$ cat config.mk
export PLATFORM = sky130hd
export DESIGN_NAME = decode_ctrl_fsm
export DESIGN_NICKNAME = d
export VERILOG_FILES = /design/src/rtl/decode_ctrl_fsm.sv
export SDC_FILE = /design/constraint.sdc
export NUM_CORES = 1
export LEC_CHECK = 0
export ABC_AREA = 1
export CAP_MARGIN = 20
export CORE_ASPECT_RATIO = 1.2
export CORE_MARGIN = 5
export CORE_UTILIZATION = 30
export CTS_BUF_LIST = sky130_fd_sc_hd__clkbuf_4 sky130_fd_sc_hd__clkbuf_8 sky130_fd_sc_hd__clkbuf_16
export CTS_CLUSTER_DIAMETER = 50
export DETAILED_ROUTE_END_ITERATION = 12
export GPL_ROUTABILITY_DRIVEN = 0
export PLACE_DENSITY = 0.65
export SYNTH_ARGS = -nofsm -noshare
export SYNTH_HDL_FRONTEND = slang
export SYNTH_SLANG_ARGS = --single-unit
$ cat constraint.sdc
create_clock -name clk -period 1.5 [get_ports clk]
set_input_delay 0.3 -clock clk [delete_from_list [all_inputs] [get_ports clk]]
set_output_delay 0.3 -clock clk [all_outputs]
set_load 0.03 [all_outputs]
$ cat src/rtl/decode_ctrl_fsm.sv
// rtl/decode_ctrl_fsm.sv - multicycle instruction sequencing FSM with Moore control outputs
module decode_ctrl_fsm #(
  parameter int MEM_WAIT = 1
) (
  input  logic       clk,
  input  logic       rst,
  input  logic [6:0] opcode,
  input  logic [2:0] funct3,
  input  logic       funct7_5,
  input  logic       alu_zero,
  output logic       pc_write,
  output logic       ir_write,
  output logic       dmem_wr,
  output logic       reg_write,
  output logic       alu_src_a,
  output logic [1:0] alu_src_b,
  output logic [2:0] alu_op,
  output logic [1:0] wb_sel,
  output logic       pc_src,
  output logic [3:0] state_out,
  output logic       illegal
);

  typedef enum logic [3:0] {
    S_FETCH   = 4'd0,
    S_IF_WAIT = 4'd1,
    S_DECODE  = 4'd2,
    S_EXEC_R  = 4'd3,
    S_EXEC_I  = 4'd4,
    S_ADDR    = 4'd5,
    S_LD_WAIT = 4'd6,
    S_LD_WB   = 4'd7,
    S_ST      = 4'd8,
    S_ALU_WB  = 4'd9,
    S_BRANCH  = 4'd10,
    S_LUI     = 4'd11,
    S_JAL     = 4'd12,
    S_TRAP    = 4'd13
  } state_t;

  // Registered control word; br_eq/br_ne arm the branch so the taken decision
  // can follow alu_zero during the BRANCH cycle itself.
  typedef struct packed {
    logic       pc_write;
    logic       ir_write;
    logic       dmem_wr;
    logic       reg_write;
    logic       alu_src_a;
    logic [1:0] alu_src_b;
    logic [2:0] alu_op;
    logic [1:0] wb_sel;
    logic       pc_src;
    logic       br_eq;
    logic       br_ne;
  } ctrl_t;

  localparam logic [6:0] OP_R      = 7'b0110011;
  localparam logic [6:0] OP_I      = 7'b0010011;
  localparam logic [6:0] OP_LOAD   = 7'b0000011;
  localparam logic [6:0] OP_STORE  = 7'b0100011;
  localparam logic [6:0] OP_BRANCH = 7'b1100011;
  localparam logic [6:0] OP_LUI    = 7'b0110111;
  localparam logic [6:0] OP_JAL    = 7'b1101111;

  localparam logic [2:0] ALU_PASS = 3'b000;
  localparam logic [2:0] ALU_ADD  = 3'b001;
  localparam logic [2:0] ALU_SUB  = 3'b010;
  localparam logic [2:0] ALU_AND  = 3'b011;
  localparam logic [2:0] ALU_XOR  = 3'b100;

  localparam logic [1:0] SRC_B_RS2   = 2'b00;
  localparam logic [1:0] SRC_B_FOUR  = 2'b01;
  localparam logic [1:0] SRC_B_IMM   = 2'b10;

  localparam logic [1:0] WB_ALU = 2'b00;
  localparam logic [1:0] WB_MEM = 2'b01;
  localparam logic [1:0] WB_PC4 = 2'b10;
  localparam logic [1:0] WB_IMM = 2'b11;

  // Counter preload: a wait state lasts MEM_WAIT cycles, counting down to 0.
  localparam logic [2:0] WAIT_INIT = 3'(MEM_WAIT - 1);

  state_t     r_state;
  logic [2:0] r_cnt;
  logic       r_illegal;
  ctrl_t      r_ctrl;

  state_t     w_next;
  logic [2:0] w_cnt_next;
  logic       w_f3_alu_ok;
  logic       w_br_taken;

  // ALU selector for register-register operations.
  function automatic logic [2:0] alu_r_op(input logic [2:0] f3, input logic f7);
    case (f3)
      3'b000:  alu_r_op = f7 ? ALU_SUB : ALU_ADD;
      3'b111:  alu_r_op = ALU_AND;
      3'b100:  alu_r_op = ALU_XOR;
      default: alu_r_op = ALU_PASS;
    endcase
  endfunction

  // ALU selector for register-immediate operations (no subtract form).
  function automatic logic [2:0] alu_i_op(input logic [2:0] f3);
    case (f3)
      3'b000:  alu_i_op = ALU_ADD;
      3'b111:  alu_i_op = ALU_AND;
      3'b100:  alu_i_op = ALU_XOR;
      default: alu_i_op = ALU_PASS;
    endcase
  endfunction

  // Moore control word for the state being entered; cnt is the counter value
  // that accompanies it, so the last wait cycle of fetch can be flagged.
  function automatic ctrl_t ctrl_of(input state_t s, input logic [2:0] cnt,
                                    input logic [2:0] f3, input logic f7);
    ctrl_t c;
    c = '0;
    case (s)
      S_FETCH: begin
        c.alu_src_b = SRC_B_FOUR;
        c.alu_op    = ALU_ADD;
      end
      S_IF_WAIT: begin
        // Keep PC+4 on the ALU output so the final wait cycle can load it.
        c.alu_src_b = SRC_B_FOUR;
        c.alu_op    = ALU_ADD;
        c.ir_write  = (cnt == 3'd0);
        c.pc_write  = (cnt == 3'd0);
      end
      S_EXEC_R: begin
        c.alu_src_a = 1'b1;
        c.alu_src_b = SRC_B_RS2;
        c.alu_op    = alu_r_op(f3, f7);
      end
      S_EXEC_I: begin
        c.alu_src_a = 1'b1;
        c.alu_src_b = SRC_B_IMM;
        c.alu_op    = alu_i_op(f3);
      end
      S_ALU_WB: begin
        c.reg_write = 1'b1;
        c.wb_sel    = WB_ALU;
      end
      S_ADDR, S_LD_WAIT: begin
        c.alu_src_a = 1'b1;
        c.alu_src_b = SRC_B_IMM;
        c.alu_op    = ALU_ADD;
      end
      S_LD_WB: begin
        c.reg_write = 1'b1;
        c.wb_sel    = WB_MEM;
      end
      S_ST: begin
        c.dmem_wr = 1'b1;
      end
      S_BRANCH: begin
        c.alu_src_a = 1'b1;
        c.alu_src_b = SRC_B_RS2;
        c.alu_op    = ALU_SUB;
        c.br_eq     = (f3 == 3'b000);
        c.br_ne     = (f3 == 3'b001);
      end
      S_LUI: begin
        c.reg_write = 1'b1;
        c.wb_sel    = WB_IMM;
      end
      S_JAL: begin
        c.reg_write = 1'b1;
        c.wb_sel    = WB_PC4;
        c.pc_write  = 1'b1;
        c.pc_src    = 1'b1;
      end
      default: c = '0;
    endcase
    return c;
  endfunction

  assign w_f3_alu_ok = (funct3 == 3'b000) || (funct3 == 3'b111) || (funct3 == 3'b100);

  // Next-state and wait-counter selection.
  always_comb begin
    w_next     = r_state;
    w_cnt_next = 3'd0;
    case (r_state)
      S_FETCH: begin
        w_next     = S_IF_WAIT;
        w_cnt_next = WAIT_INIT;
      end
      S_IF_WAIT: begin
        if (r_cnt == 3'd0) begin
          w_next = S_DECODE;
        end else begin
          w_cnt_next = r_cnt - 3'd1;
        end
      end
      S_DECODE: begin
        case (opcode)
          OP_R:               w_next = S_EXEC_R;
          OP_I:               w_next = S_EXEC_I;
          OP_LOAD, OP_STORE:  w_next = S_ADDR;
          OP_BRANCH:          w_next = S_BRANCH;
          OP_LUI:             w_next = S_LUI;
          OP_JAL:             w_next = S_JAL;
          default:            w_next = S_TRAP;
        endcase
      end
      S_EXEC_R, S_EXEC_I: begin
        w_next = w_f3_alu_ok ? S_ALU_WB : S_TRAP;
      end
      S_ADDR: begin
        if (funct3 != 3'b011) begin
          w_next = S_TRAP;
        end else if (opcode == OP_LOAD) begin
          w_next     = S_LD_WAIT;
          w_cnt_next = WAIT_INIT;
        end else begin
          w_next = S_ST;
        end
      end
      S_LD_WAIT: begin
        if (r_cnt == 3'd0) begin
          w_next = S_LD_WB;
        end else begin
          w_cnt_next = r_cnt - 3'd1;
        end
      end
      S_BRANCH: begin
        w_next = ((funct3 == 3'b000) || (funct3 == 3'b001)) ? S_FETCH : S_TRAP;
      end
      S_ALU_WB, S_LD_WB, S_ST, S_LUI, S_JAL: begin
        w_next = S_FETCH;
      end
      S_TRAP: begin
        w_next = S_TRAP;
      end
      default: begin
        w_next = S_FETCH;
      end
    endcase
  end

  // State, counter, sticky illegal flag and registered Moore outputs.
  always_ff @(posedge clk or negedge rst) begin
    if (!rst) begin
      r_state   <= S_FETCH;
      r_cnt     <= 3'd0;
      r_illegal <= 1'b0;
      r_ctrl    <= ctrl_of(S_FETCH, 3'd0, 3'b000, 1'b0);
    end else begin
      r_state   <= w_next;
      r_cnt     <= w_cnt_next;
      r_illegal <= r_illegal | (w_next == S_TRAP);
      r_ctrl    <= ctrl_of(w_next, w_cnt_next, funct3, funct7_5);
    end
  end

  // Branch outcome is the only output that follows an input within the state.
  assign w_br_taken = (r_ctrl.br_eq & alu_zero) | (r_ctrl.br_ne & ~alu_zero);

  assign pc_write  = r_ctrl.pc_write | w_br_taken;
  assign pc_src    = r_ctrl.pc_src | w_br_taken;
  assign ir_write  = r_ctrl.ir_write;
  assign dmem_wr   = r_ctrl.dmem_wr;
  assign reg_write = r_ctrl.reg_write;
  assign alu_src_a = r_ctrl.alu_src_a;
  assign alu_src_b = r_ctrl.alu_src_b;
  assign alu_op    = r_ctrl.alu_op;
  assign wb_sel    = r_ctrl.wb_sel;
  assign state_out = r_state;
  assign illegal   = r_illegal;

endmodule

Yosys cells after proc, flatten, opt, wreduce, memory -nomap -nowiden
Cells that the tools add are included.
{"block": "word_totals", "register_bits": 23, "output_inout_bits": 18}
{"block": "classes", "bitwise": 7, "mux": 22, "n_addsub": 1, "eq_ne": 31, "n_reduce_logical": 15}
{"operator": "equality test 4 bit (second input constant)", "n": 8}
{"operator": "case mux 4 bit (8 select lines)", "n": 1}
{"operator": "equality test 4 x 3 -> 1 bit (second input constant)", "n": 7}
{"operator": "case mux 5 bit (5 select lines)", "n": 1}
{"operator": "case mux 4 bit (6 select lines)", "n": 1}
{"operator": "equality test 7 x 6 -> 1 bit (second input constant)", "n": 3}
{"operator": "two-way mux 4 bit", "n": 5}
{"operator": "case mux 3 bit (3 select lines)", "n": 2}
{"operator": "equality test 7 bit (second input constant)", "n": 2}
{"operator": "equality test 4 x 2 -> 1 bit (second input constant)", "n": 3}
{"operator": "OR reduction 2 bit", "n": 5}
{"operator": "logical NOT 3 bit", "n": 3}
{"operator": "two-way mux 3 bit", "n": 3}
{"operator": "equality test 4 x 1 -> 1 bit (second input constant)", "n": 2}
{"operator": "logical NOT 4 bit", "n": 2}
{"operator": "equality test 7 x 2 -> 1 bit (second input constant)", "n": 1}
{"operator": "equality test 7 x 5 -> 1 bit (second input constant)", "n": 1}
{"operator": "equality test 3 bit (second input constant)", "n": 2}
{"operator": "case mux 2 bit (3 select lines)", "n": 1}
{"operator": "two-way mux 1 bit", "n": 5}
{"operator": "OR reduction 5 bit", "n": 1}
{"operator": "two-way mux 2 bit", "n": 2}
{"operator": "bitwise OR 1 bit", "n": 4}
{"operator": "OR reduction 4 bit", "n": 1}
{"operator": "7 further kinds", "n": 10}

Longest topological paths before layout
Gate-level depths: netlist of run 1.
{"block": "logic_depth", "depth_word": 8, "depth_mapped": 14}

Least setup slack after synthesis of run 1
Ideal clock, no wire load.
{"block": "synth_path", "path_type": "reg2reg", "from": "register r_state[2], in the netlist state_out[2]", "to": "register r_ctrl, in the netlist alu_src_a", "period_less_slack_ns": 1.671, "slack_ns": -0.171, "path_stages_with_launch": 14, "t_arrival_ns": 1.547, "cell_sequence": "dfrtp_1 > inv_2 > nor2_2 > nand2_1 > nor2_1 > nor2_1 > nand2_1 > nor2_4 > nand2_4 > nor2_2 > nand2_1 > nand2_2 > inv_2 > nand3_1"}
{"block": "synth_between", "elab_chain_len": 6, "elab_cells_between_ends": 20, "classes_between": "eq/ne (13); mux (4); reduce/logical (3)"}
{"element": "start, declared", "line_no": "83", "text": "state_t r_state;"}
{"element": "start signal, assigned", "line_no": "251", "text": "r_state <= w_next;"}
{"element": "equality test 4 x 2 -> 1 bit or equality test 4 x 3 -> 1 bit (tied branches)", "line_no": "185", "text": "case (r_state)"}
{"element": "OR reduction 2 bit", "line_no": "185"}
{"element": "case mux 4 bit (8 select lines) (*)", "line_no": "185"}
{"element": "named net w_next[0]", "line_no": "88", "text": "state_t w_next;"}
{"element": "equality test 4 bit (tied with other cells)", "line_no": "119", "text": "case (s)"}
{"element": "OR reduction 5 bit (no source line) (*)"}
{"element": "two-way mux 1 bit (*)", "line_no": "119"}
{"element": "end signal, assigned", "line_no": "249", "text": "r_ctrl <= ctrl_of(S_FETCH, 3'd0, 3'b000, 1'b0);"}
{"element": "end signal, assigned", "line_no": "254", "text": "r_ctrl <= ctrl_of(w_next, w_cnt_next, funct3, funct7_5);"}
{"element": "end, declared", "line_no": "86", "text": "ctrl_t r_ctrl;"}
Mark *: on every way through the listed nets, which the timed path passes. The rest lies on a longest branch.

Worst setup path in the final report of run 1
{"block": "layout_path", "from": "register r_state[0], in the netlist state_out[0]", "to": "register r_ctrl, in the netlist alu_op[2]"}
{"block": "layout_between", "elab_chain_len": 6, "elab_cells_between_ends": 23, "classes_between": "eq/ne (14); mux (4); reduce/logical (5)"}
{"element": "equality test 4 x 2 -> 1 bit or equality test 4 x 3 -> 1 bit (tied branches)", "line_no": "185"}
{"element": "OR reduction 2 bit", "line_no": "185"}
{"element": "case mux 4 bit (8 select lines) (*)", "line_no": "185"}
{"element": "named net w_next[0]", "line_no": "88"}
{"element": "equality test 4 x 3 -> 1 bit (tied with other cells)", "line_no": "119"}
{"element": "OR reduction 2 bit, on equally long branches"}
{"element": "case mux 5 bit (5 select lines) (*)", "line_no": "119"}
Marks and branches as above.

==> results.py, run 1 <==
metrics = {
    "outcome": {
        "run_status": "finished with violations",
        "failed_checks": "negative setup slack",
    },
    "critical_path": {
        "critPathArrivalTime_ns": 1.85,
        "worstSetupEndpointType": "flip-flop",
        "worstSetupPathType": "reg -> reg",
        "critPathLaunchType": "flip-flop",
        "timing.critical_path.fanout_max": 8,
        "data_required_time_of_the_worst_path_ns": 1.70,
    },
    "floorplanning": {
        "initial_core_utilization_pct": 30.4,
        "core-area_um2": 4830,
        "die_area_um2": 6410,
        "num_io_pins": 32,
        "fp-row-count": 28,
        "chipWidth_um": 73.9,
        "die_h_um": 86.7,
    },
    "final_layout": {
        "area_growth_pct": 53.2,
        "nets": 272,
        "final_cell_count_no_fill": 317,
        "multi_input_comb_area_um2": 903,
        "layout.cells.most_common_list": "buf_4, nand2_1, inv_1, dlygate4sd2_1, nand2_2",
        "layout.cells.most_common": "buf_4",
        "layout-drive-gt1-share_pct": 49.4,
        "seqCellArea_um2": 583,
        "fillerInstances": 479,
        "num_antenna_cells": 0,
    },
    "sta": {
        "final_critical_path_setup_slack_ns": -0.156,
        "setup_repair_after_global_routing_missed_its_margin": "true",
        "finClkSkew_ns": 0.00578,
        "finalHoldViolations": 0,
        "timing.fmax_mhz": 604,
        "max_slew_margin_pct": 79.7,
        "maxSlewViolCount": 0,
        "setup_tns_ns": -1.50,
        "worst_slew_pin_slew_ns": 0.305,
        "final_worst_path_cycle_share_pct": 110,
        "finalWorstPathRequiredPeriod_ns": 1.66,
        "setup_violations": 14,
    },
    "grt": {
        "largest_net_degree_at_the_start_of_global_routing": 24,
        "groute.usage.overall_pct": 11.0,
        "grt.overflow.total": 0,
        "grt_pass1_vias": 1317,
        "antenna_found_initial": 0,
        "grt_pass1_wl_um": 5500,
    },
    "yosys": {
        "synth_area_leader_cell": "dfrtp_1",
        "synth.distinct_cells": 31,
        "post_synth.cell_area_avg_um2": 7.47,
        "synth_seq_area_share_pct": 39.3,
        "synth.area.top_cells": "dfrtp_1, nand2_1, inv_1",
        "synth_fp_nets": 211,
        "yosys_warnings": 0,
        "synth.top_cell.area_share_pct": 35.7,
        "post_synth_inst_count": 197,
        "netlist_area_um2": 1470,
        "ys_seq_elements": 23,
    },
    "routing": {
        "post_dr_vias_cell": 4.38,
        "ant_nets": 0,
        "detailed_routing_iterations_pass_1": 4,
        "drcViolationCount": 0,
        "totalWireLength_um": 3370,
        "post_drt_wl_per_cell_um": 10.6,
        "via_count": 1387,
        "iteration_0_drc_count_of_the_detailed_router": 45,
    },
    "power_and_ir_drop": {
        "ratio_of_total_power_to_cell_area_nw_per_um2": 1940,
        "total_power_draw_mw": 4.38,
        "leakage_nw": 1.22,
        "peakVddDrop_uv": 643,
    },
    "clock_network": {
        "cts_tree": "yes",
        "clock_tree.htree_level_count": 1,
        "cts_hold_buf": 0,
        "clock-sinks": 23,
        "tritoncts.num_buffers": 3,
        "clkSlewWorstSetupHoldPaths_ns": 0.08,
        "worstSkewPairLatency_ns": 0.26,
        "cts.root.buffer_cell": "clkbuf_8",
        "maximum_clock_path_buffer_count": 2,
    },
    "place": {
        "numPlacedInstances": 301,
        "io_buf_count": 31,
        "detailedPlacementHpwl_um": 2440,
    },
    "min_path": {
        "hp-class": "in -> async",
    },
    "flow_run": {
        "cap_viol_max_count": 0,
    },
}
[kinds of logic after synthesis]
group / after synthesis / synth area share [%]
compound gates: 10 / 4.68
flops: 23 / 39.3
mux: 1 / 0.680
buf+inv: 43 / 12.8
simple gates: 120 / 42.5
[timing repair]
item | in CTS | in global routing
pin swaps | 23 | 11
endpoints found under the setup margin | 30 | 18
buffers inserted | 5 | 6
resized for setup | 66 | 25
gates cloned | 1 | 0
[synthesized netlist by cell type]
cell and n:
mux2i_1 1, nor4_1 1, nand3_2 2, nor2_4 4, clkinv_2 1, buf_4 7
o21ai_2 1, o21bai_1 1, inv_1 26, nand4_2 1, nor2b_4 1, inv_2 9
or2_2 1, or2_1 1, nand3_1 13, nand2_4 2, o21ai_0 2, nor3_1 1
nor2_1 23, nand2_2 3, nand4_1 3, and2_4 1, nand2_1 51, dfstp_2 2
dfrtp_1 21, a21oi_2 3, a31oi_1 1, nand3b_1 1, a21oi_1 2, nand3_4 2
nor2_2 9
[per-stage QoR]
stage | util, % | hold WS [ns] | setup slack (ns) | instance area [um^2]
2_1_floorplan | - | 0.00441 | -0.0647 | 1490
4_1_cts | 44.3 | 0.403 | -0.151 | 2140
3_3_place_gp | 40.7 | 0.475 | -0.532 | 1970
6_report | 46.6 | 0.395 | -0.156 | 2250
5_1_grt | 46.6 | 0.420 | -0.274 | 2250
3_5_place_dp | 40.7 | 0.469 | -0.537 | 1970
[layer usage]
metal  global-route usage [%]  vias to the layer above  share of wire (%)
li1                         -                      718                  -
met1                     12.7                      628                 39
met2                     18.7                       32                 53
met3                     1.16                        9                4.6
met4                     7.58                        0                3.7
met5                        0                        -                  0
[flip-flops by register name, summed over array words and instances, names as in the netlist]
| register | cells |
|---|---|
| alu_op | 3 |
| alu_src_a | 1 |
| alu_src_b | 2 |
| dmem_wr | 1 |
| illegal | 1 |
| ir_write | 1 |
| r_cnt | 3 |
| r_ctrl | 4 |
| reg_write | 1 |
| state_out | 4 |
| wb_sel | 2 |
[layout make-up]
cell class | count | share of cell area (%)
multi-input cells | 132 | 40.1
repair buffers | 62 | 22.3
flip-flops and latches | 23 | 25.9
clock buffers | 4 | 2.16
inverters | 36 | 6.27
well taps | 60 | 3.33
[final timing paths]
kind                       slack [ns]    startpoint  depth (start not counted)           end
setup / recovery                -0.16  state_out[0]                         13     alu_op[2]
setup reg to reg                -0.16  state_out[0]                         13     alu_op[2]
hold reg to reg                  0.48       illegal                          1       illegal
hold / removal                   0.40           rst                          2  alu_src_b[1]
min in group clk                 0.48       illegal                          1       illegal
max in group asynchronous        0.82           rst                          2     alu_op[0]
[power breakdown]
| group | internal (mW) | switching (mW) |
|---|---|---|
| Combinational | 1.25 | 1.79 |
| Clock | 0.207 | 0.186 |
| Sequential | 0.831 | 0.121 |
[worst max-delay path, cell delays in order (launching register included)]
cell and delay (ns):
dfrtp_2 0.48, inv_2 0.09, nor2_4 0.05, nand2_2 0.12, nor2_4 0.06, nor2_4 0.10
nand2_4 0.06, nor2_4 0.13, nand2_4 0.10, nor2_4 0.16, nand2_2 0.07, nand2_2 0.08
inv_2 0.04, nor2_2 0.06
(Power assumes the default switching activity.)
==> run 2: changes to the inputs <==
CORE_UTILIZATION = 45   (was 30)
CTS_CLUSTER_DIAMETER = 30   (was 50)
PLACE_DENSITY = 0.86   (was 0.65)
==> run 2 against run 1 <==
Effect of this change:
- the flow still finishes with violations (negative setup slack)
- non-clock buffer count did not move
- combinational power rose by 19%
- first-iteration DRC count rose by 6.7%
- cell count fell by 7.6%
- via count rose by 6.6%
- worst setup slack got worse by 0.17 ns
- count of clock-buffer cells in the layout did not move
- hold slack got worse by 0.076 ns
- sequential share of layout area fell by 1.0 points
- largest power group unchanged
==> results.py, run 2 (synthesis results as in run 1) <==
metrics = {
    "clock_network": {
        "clkSlewWorstSetupHoldPaths_ns": 0.13,
        "maximum_clock_path_buffer_count": 2,
        "clock_tree.htree_level_count": 1,
        "cts.root.buffer_cell": "clkbuf_4",
        "worstSkewPairLatency_ns": 0.31,
        "clock-sinks": 23,
        "cts_tree": "yes",
        "tritoncts.num_buffers": 3,
    },
    "critical_path": {
        "critical_path.slowest_cell": "dfrtp_2",
        "data_required_time_of_the_worst_path_ns": 1.74,
        "slowest_delay_ns": 0.49,
        "cp_top_family": "simple AND/OR/NAND/NOR gates",
        "critical_path.most_common_cell": "nor2_4",
        "critPathLaunchType": "flip-flop",
        "critical_path.cell_chain": "inv_2 -> nor2_4 -> nand3_2 -> and2_4 -> nand2_4 -> nor2_4 -> nand2_4 -> nor2_4 -> nand2_1 -> nand2_2 -> inv_2 -> nor2_2",
        "worstSetupPathType": "reg -> reg",
        "critPathArrivalTime_ns": 2.06,
        "worstSetupEndpointType": "flip-flop",
        "timing.critical_path.fanout_max": 7,
        "cp.buffers_inverters": 2,
        "regToRegSetupSlack_ns": -0.32,
    },
    "sta": {
        "maxSlewViolCount": 0,
        "setup_violations": 19,
        "setup_tns_ns": -3.49,
        "finalHoldViolations": 0,
        "final_critical_path_setup_slack_ns": -0.325,
        "finalWorstPathRequiredPeriod_ns": 1.82,
        "max_slew_margin_pct": 79.7,
        "timing.fmax_mhz": 548,
        "setup_repair_after_global_routing_missed_its_margin": "true",
        "worst_slew_pin_slew_ns": 0.306,
        "finClkSkew_ns": 0.0109,
        "whs_ns": 0.319,
        "final_worst_path_cycle_share_pct": 122,
    },
    "power_and_ir_drop": {
        "ratio_of_total_power_to_cell_area_nw_per_um2": 2080,
        "p_sw_share_pct": 50.7,
        "internal_power_mw": 2.41,
        "seq_power_share_pct": 19.5,
        "switching_power_mw": 2.47,
        "leakage_nw": 1.24,
        "clock_power_share_pct": 6.1,
        "combPwrFrac_pct": 74.3,
        "peakVddDrop_uv": 1320,
    },
    "routing": {
        "route.met3.wl_um": 153,
        "iteration_0_drc_count_of_the_detailed_router": 48,
        "detailed_routing_iterations_pass_1": 4,
        "totalWireLength_um": 4400,
        "post_dr_vias_cell": 5.04,
        "routedLengthMet1_um": 1610,
        "post_drt_wl_per_cell_um": 15.0,
        "drcViolationCount": 0,
        "via_count": 1478,
        "ant_nets": 0,
        "top_layer": "met4",
        "detailroute.wirelength.met2_um": 2450,
    },
    "final_layout": {
        "nets": 272,
        "layout.cells.most_common": "nand2_2",
        "seqCellArea_um2": 583,
        "area_growth_pct": 59.6,
        "num_antenna_cells": 0,
        "fillerInstances": 215,
        "layout-drive-gt1-share_pct": 57.2,
        "final_core_util_pct": 75.5,
        "multi_input_comb_area_um2": 1010,
        "layout.cells.most_common_list": "nand2_2, buf_4, dlygate4sd2_1",
    },
    "grt": {
        "grt_pass1_wl_um": 6510,
        "grt.overflow.total": 0,
        "groute.usage.overall_pct": 17.9,
        "antenna_found_initial": 0,
        "grt_pass1_vias": 1541,
        "largest_net_degree_at_the_start_of_global_routing": 24,
    },
    "floorplanning": {
        "initial_core_utilization_pct": 47.3,
        "core-area_um2": 3110,
        "fp-row-count": 22,
        "die_area_um2": 4520,
        "chipWidth_um": 62.2,
        "die_h_um": 72.6,
        "num_io_pins": 32,
    },
    "outcome": {
        "run_status": "finished with violations",
        "failed_checks": "negative setup slack",
    },
    "place": {
        "io_buf_count": 31,
        "detailedPlacementHpwl_um": 2620,
    },
    "min_path": {
        "hp-class": "in -> async",
    },
    "flow_run": {
        "cap_viol_max_count": 0,
    },
}
==> run 2: cell count changes in the layout (fill, tap and decap cells not counted), moves of 3 or more <==
cell	before	now
nand2_1	33	22
buf_4	35	25
nand2_2	19	27
buf_6	2	9
inv_1	22	18
clkbuf_4	1	4
clkbuf_8	3	0
inv_2	11	14
nand2_4	4	7
nor2_1	13	10
nor2_4	15	18
==> run 2: per-stage QoR <==
stage                     area (um^2)  setup WS (ns)  total power [mW]  instances
after floorplan                  1490        -0.0647              2.66        197
after global placement           1920         -0.506              3.39        275
after detailed placement         1920         -0.568              3.46        275
after CTS                        2220         -0.167              4.41        289
after global routing             2350         -0.402              5.13        293
final                            2350         -0.325              4.88        293
==> run 2: power groups by stage <==
stage,clock network (mW),logic (mW),registers [mW]
detailed placement,0,2.50,0.955
CTS,0.296,3.16,0.954
finish,0.299,3.63,0.954
global route,0.321,3.84,0.972
global placement,0,2.44,0.946
floorplan,0,1.57,1.09
==> run 2: final cells by class <==
type	instances	area share, %
clock buffers	4	1.28
multi-input cells	132	42.9
inverters	36	6.29
well taps	36	1.92
repair buffers	62	22.8
flip-flops and latches	23	24.8
==> run 2: routing by layer <==
metal	up-vias	track usage, %
met5	-	0
met4	0	9.88
met3	16	2.47
met2	44	35.6
met1	701	17.5
li1	717	-
==> run 2: final timing paths <==
kind / from / endpoint / cells after the start
max: state_out[1] / alu_op[2] / 12
min: rst / r_cnt[0] / 2
max reg2reg: state_out[1] / alu_op[2] / 12
min reg2reg: illegal / illegal / 1
max in group asynchronous: rst / alu_src_b[0] / 2
min in group clk: funct3[0] / r_ctrl[0] / 3
==> run 2: timing repair <==
item | CTS | global route
pin swaps | 36 | 18
resized for setup | 98 | 34
buffers inserted | 9 | 4
endpoints found under the hold margin | 0 | 0
gates cloned | 1 | 0
setup endpoints to repair | 31 | 25
hold buffers | 0 | 0
==> run 2: worst register-to-register path, delay by kind of cell (launching register included) <==
kind	cells	cell delay, ns
buf+inv	2	0.17
flops	1	0.49
simple gates	10	1.10
==> run 3: changes to the inputs <==
CORE_ASPECT_RATIO = 1.5   (was 1.2)
PLACE_DENSITY = 0.73   (was 0.86)
==> run 3 against run 2 <==
Effect of this change:
- the run still ends with negative setup slack left
- via count up 0.88%
- fmax up 5.2%
- worst setup slack better by 0.091 ns
- critical path depth down 1
==> results.py, run 3 (synthesis results as in run 1) <==
metrics = {
    "floorplanning": {
        "core-area_um2": 3160,
        "die_h_um": 80.0,
        "die_area_um2": 4540,
        "num_io_pins": 32,
        "fp-row-count": 25,
        "chipWidth_um": 56.7,
        "initial_core_utilization_pct": 46.6,
    },
    "critical_path": {
        "slowest_delay_ns": 0.46,
        "data_required_time_of_the_worst_path_ns": 1.64,
        "critPathArrivalTime_ns": 1.87,
        "cp_top_family": "simple AND/OR/NAND/NOR gates",
        "timing.critical_path.fanout_max": 8,
        "r2r-start": "state_out[3]",
        "critPathLaunchType": "flip-flop",
        "critical_path.most_common_cell": "nor2_4",
        "reg2reg_depth": 11,
        "worstSetupPathType": "reg -> reg",
        "cp.buffers_inverters": 2,
        "endpoint_of_the_worst_slack_reg_to_reg_timing_path": "reg_write",
        "regToRegSetupSlack_ns": -0.23,
        "critical_path.slowest_cell": "dfrtp_2",
        "worstSetupEndpointType": "flip-flop",
        "critical_path.cell_chain": "nor2_4 -> nand2_2 -> inv_2 -> nand2_1 -> nand2_2 -> nor2_4 -> nand2_4 -> nor2_4 -> buf_4 -> nand2_4 -> nand4_1",
    },
    "grt": {
        "grt.overflow.total": 0,
        "antenna_found_initial": 0,
        "grt.met2_usage_pct": 35.0,
        "grt_pass1_vias": 1495,
        "grt_pass1_wl_um": 5900,
        "gr-max-usage-layer": "met2",
        "use_met1_pct": 14.5,
        "grt_util_met3_pct": 0.809,
        "groute.usage.overall_pct": 16.4,
        "largest_net_degree_at_the_start_of_global_routing": 24,
    },
    "final_layout": {
        "fillerInstances": 216,
        "design_area_um2": 2360,
        "area_growth_pct": 60.3,
        "layout.cells.most_common_list": "buf_4, nand2_1, dlygate4sd2_1",
        "layout-drive-gt1-share_pct": 53.6,
        "nets": 282,
        "num_antenna_cells": 0,
        "layout.cells.most_common": "buf_4",
        "seqCellArea_um2": 583,
        "multi_input_comb_area_um2": 917,
    },
    "power_and_ir_drop": {
        "leakage_nw": 1.28,
        "peakVddDrop_uv": 1190,
        "ratio_of_total_power_to_cell_area_nw_per_um2": 2180,
        "total_power_draw_mw": 5.13,
    },
    "sta": {
        "maxSlewViolCount": 0,
        "worst_slew_pin_slew_ns": 0.308,
        "finClkSkew_ns": 0.00413,
        "final_worst_path_cycle_share_pct": 116,
        "finalWorstPathRequiredPeriod_ns": 1.73,
        "setup_violations": 18,
        "max_slew_margin_pct": 79.5,
        "timing.fmax_mhz": 577,
        "finalHoldViolations": 0,
        "setup_repair_after_global_routing_missed_its_margin": "true",
        "final_critical_path_setup_slack_ns": -0.234,
    },
    "place": {
        "detailedPlacementHpwl_um": 2480,
        "preCtsSetupSlack_ns": -0.539,
        "io_buf_count": 31,
        "detailed_place.area_um2": 1980,
    },
    "routing": {
        "detailed_routing_iterations_pass_1": 4,
        "post_drt_wl_per_cell_um": 12.8,
        "totalWireLength_um": 3920,
        "iteration_0_drc_count_of_the_detailed_router": 34,
        "drcViolationCount": 0,
        "post_dr_vias_cell": 4.86,
        "via_count": 1491,
        "ant_nets": 0,
    },
    "outcome": {
        "run_status": "finished with violations",
        "failed_checks": "negative setup slack",
    },
    "clock_network": {
        "maximum_clock_path_buffer_count": 2,
        "tritoncts.num_buffers": 3,
        "clock-sinks": 23,
        "cts_tree": "yes",
        "worstSkewPairLatency_ns": 0.26,
        "clock_tree.htree_level_count": 1,
        "cts.root.buffer_cell": "clkbuf_8",
        "clkSlewWorstSetupHoldPaths_ns": 0.08,
    },
    "flow_run": {
        "cap_viol_max_count": 0,
    },
    "min_path": {
        "hp-class": "in -> async",
    },
}
[run 3: cell types whose count changed in the layout (fill, tap and decap cells not counted), moves of 2 or more]
cell	previous run	this run
clkbuf_4	4	1
nand2_1	22	31
clkdlybuf4s15_1	2	0
nand3_2	9	4
nand2_2	27	18
nor2_4	18	16
nand3_1	6	10
clkbuf_8	0	3
buf_4	25	37
[run 3: final cells by class]
type	instances	share of cell area, %
flip-flops and latches	23	24.7
inverters	36	6.05
clock buffers	4	2.07
repair buffers	73	26.2
well taps	40	2.12
multi-input cells	131	38.9
[run 3: power by group]
| group | switching, mW | internal, mW | leakage (nW) | total (mW) |
|---|---|---|---|---|
| Sequential | 0.126 | 0.831 | 0.294 | 0.958 |
| Clock | 0.182 | 0.207 | 0.0262 | 0.389 |
| Combinational | 2.12 | 1.66 | 0.961 | 3.78 |
[run 3: worst max path at each step]
stage,start,to,slack [ns],cells past startpoint
final,state_out[3],reg_write,-0.23,11
after global routing,state_out[1],alu_op[0],-0.31,13
after global placement,opcode[1],alu_src_a,-0.53,14
after detailed placement,opcode[1],alu_src_a,-0.54,14
after floorplan,state_out[2],alu_op[0],-0.06,12
after CTS,state_out[0],alu_op[2],-0.17,13
[run 3: timing repair]
action,4_1_cts,5_1_grt
pin swaps,34,16
endpoints found under the setup margin,31,21
buffers inserted,8,9
hold buffers,0,0
gates resized for setup,75,32
[run 3: per-stage QoR]
step	setup TNS, ns	hold slack [ns]	utilization [%]	cells
final	-2.87	0.389	74.7	307
after global routing	-4.35	0.432	74.7	307
after CTS	-1.29	0.400	69.7	298
after detailed placement	-9.42	0.474	62.7	286
after global placement	-9.08	0.475	62.7	286
after floorplan	-0.444	0.00441	-	197
[run 3: per-layer routing]
layer	vias up	wire length [um]	part of all wire [%]
met1	694	1310	34
li1	735	-	-
met4	0	151	3.9
met2	49	2300	59
met5	-	0	0
met3	13	148	3.8
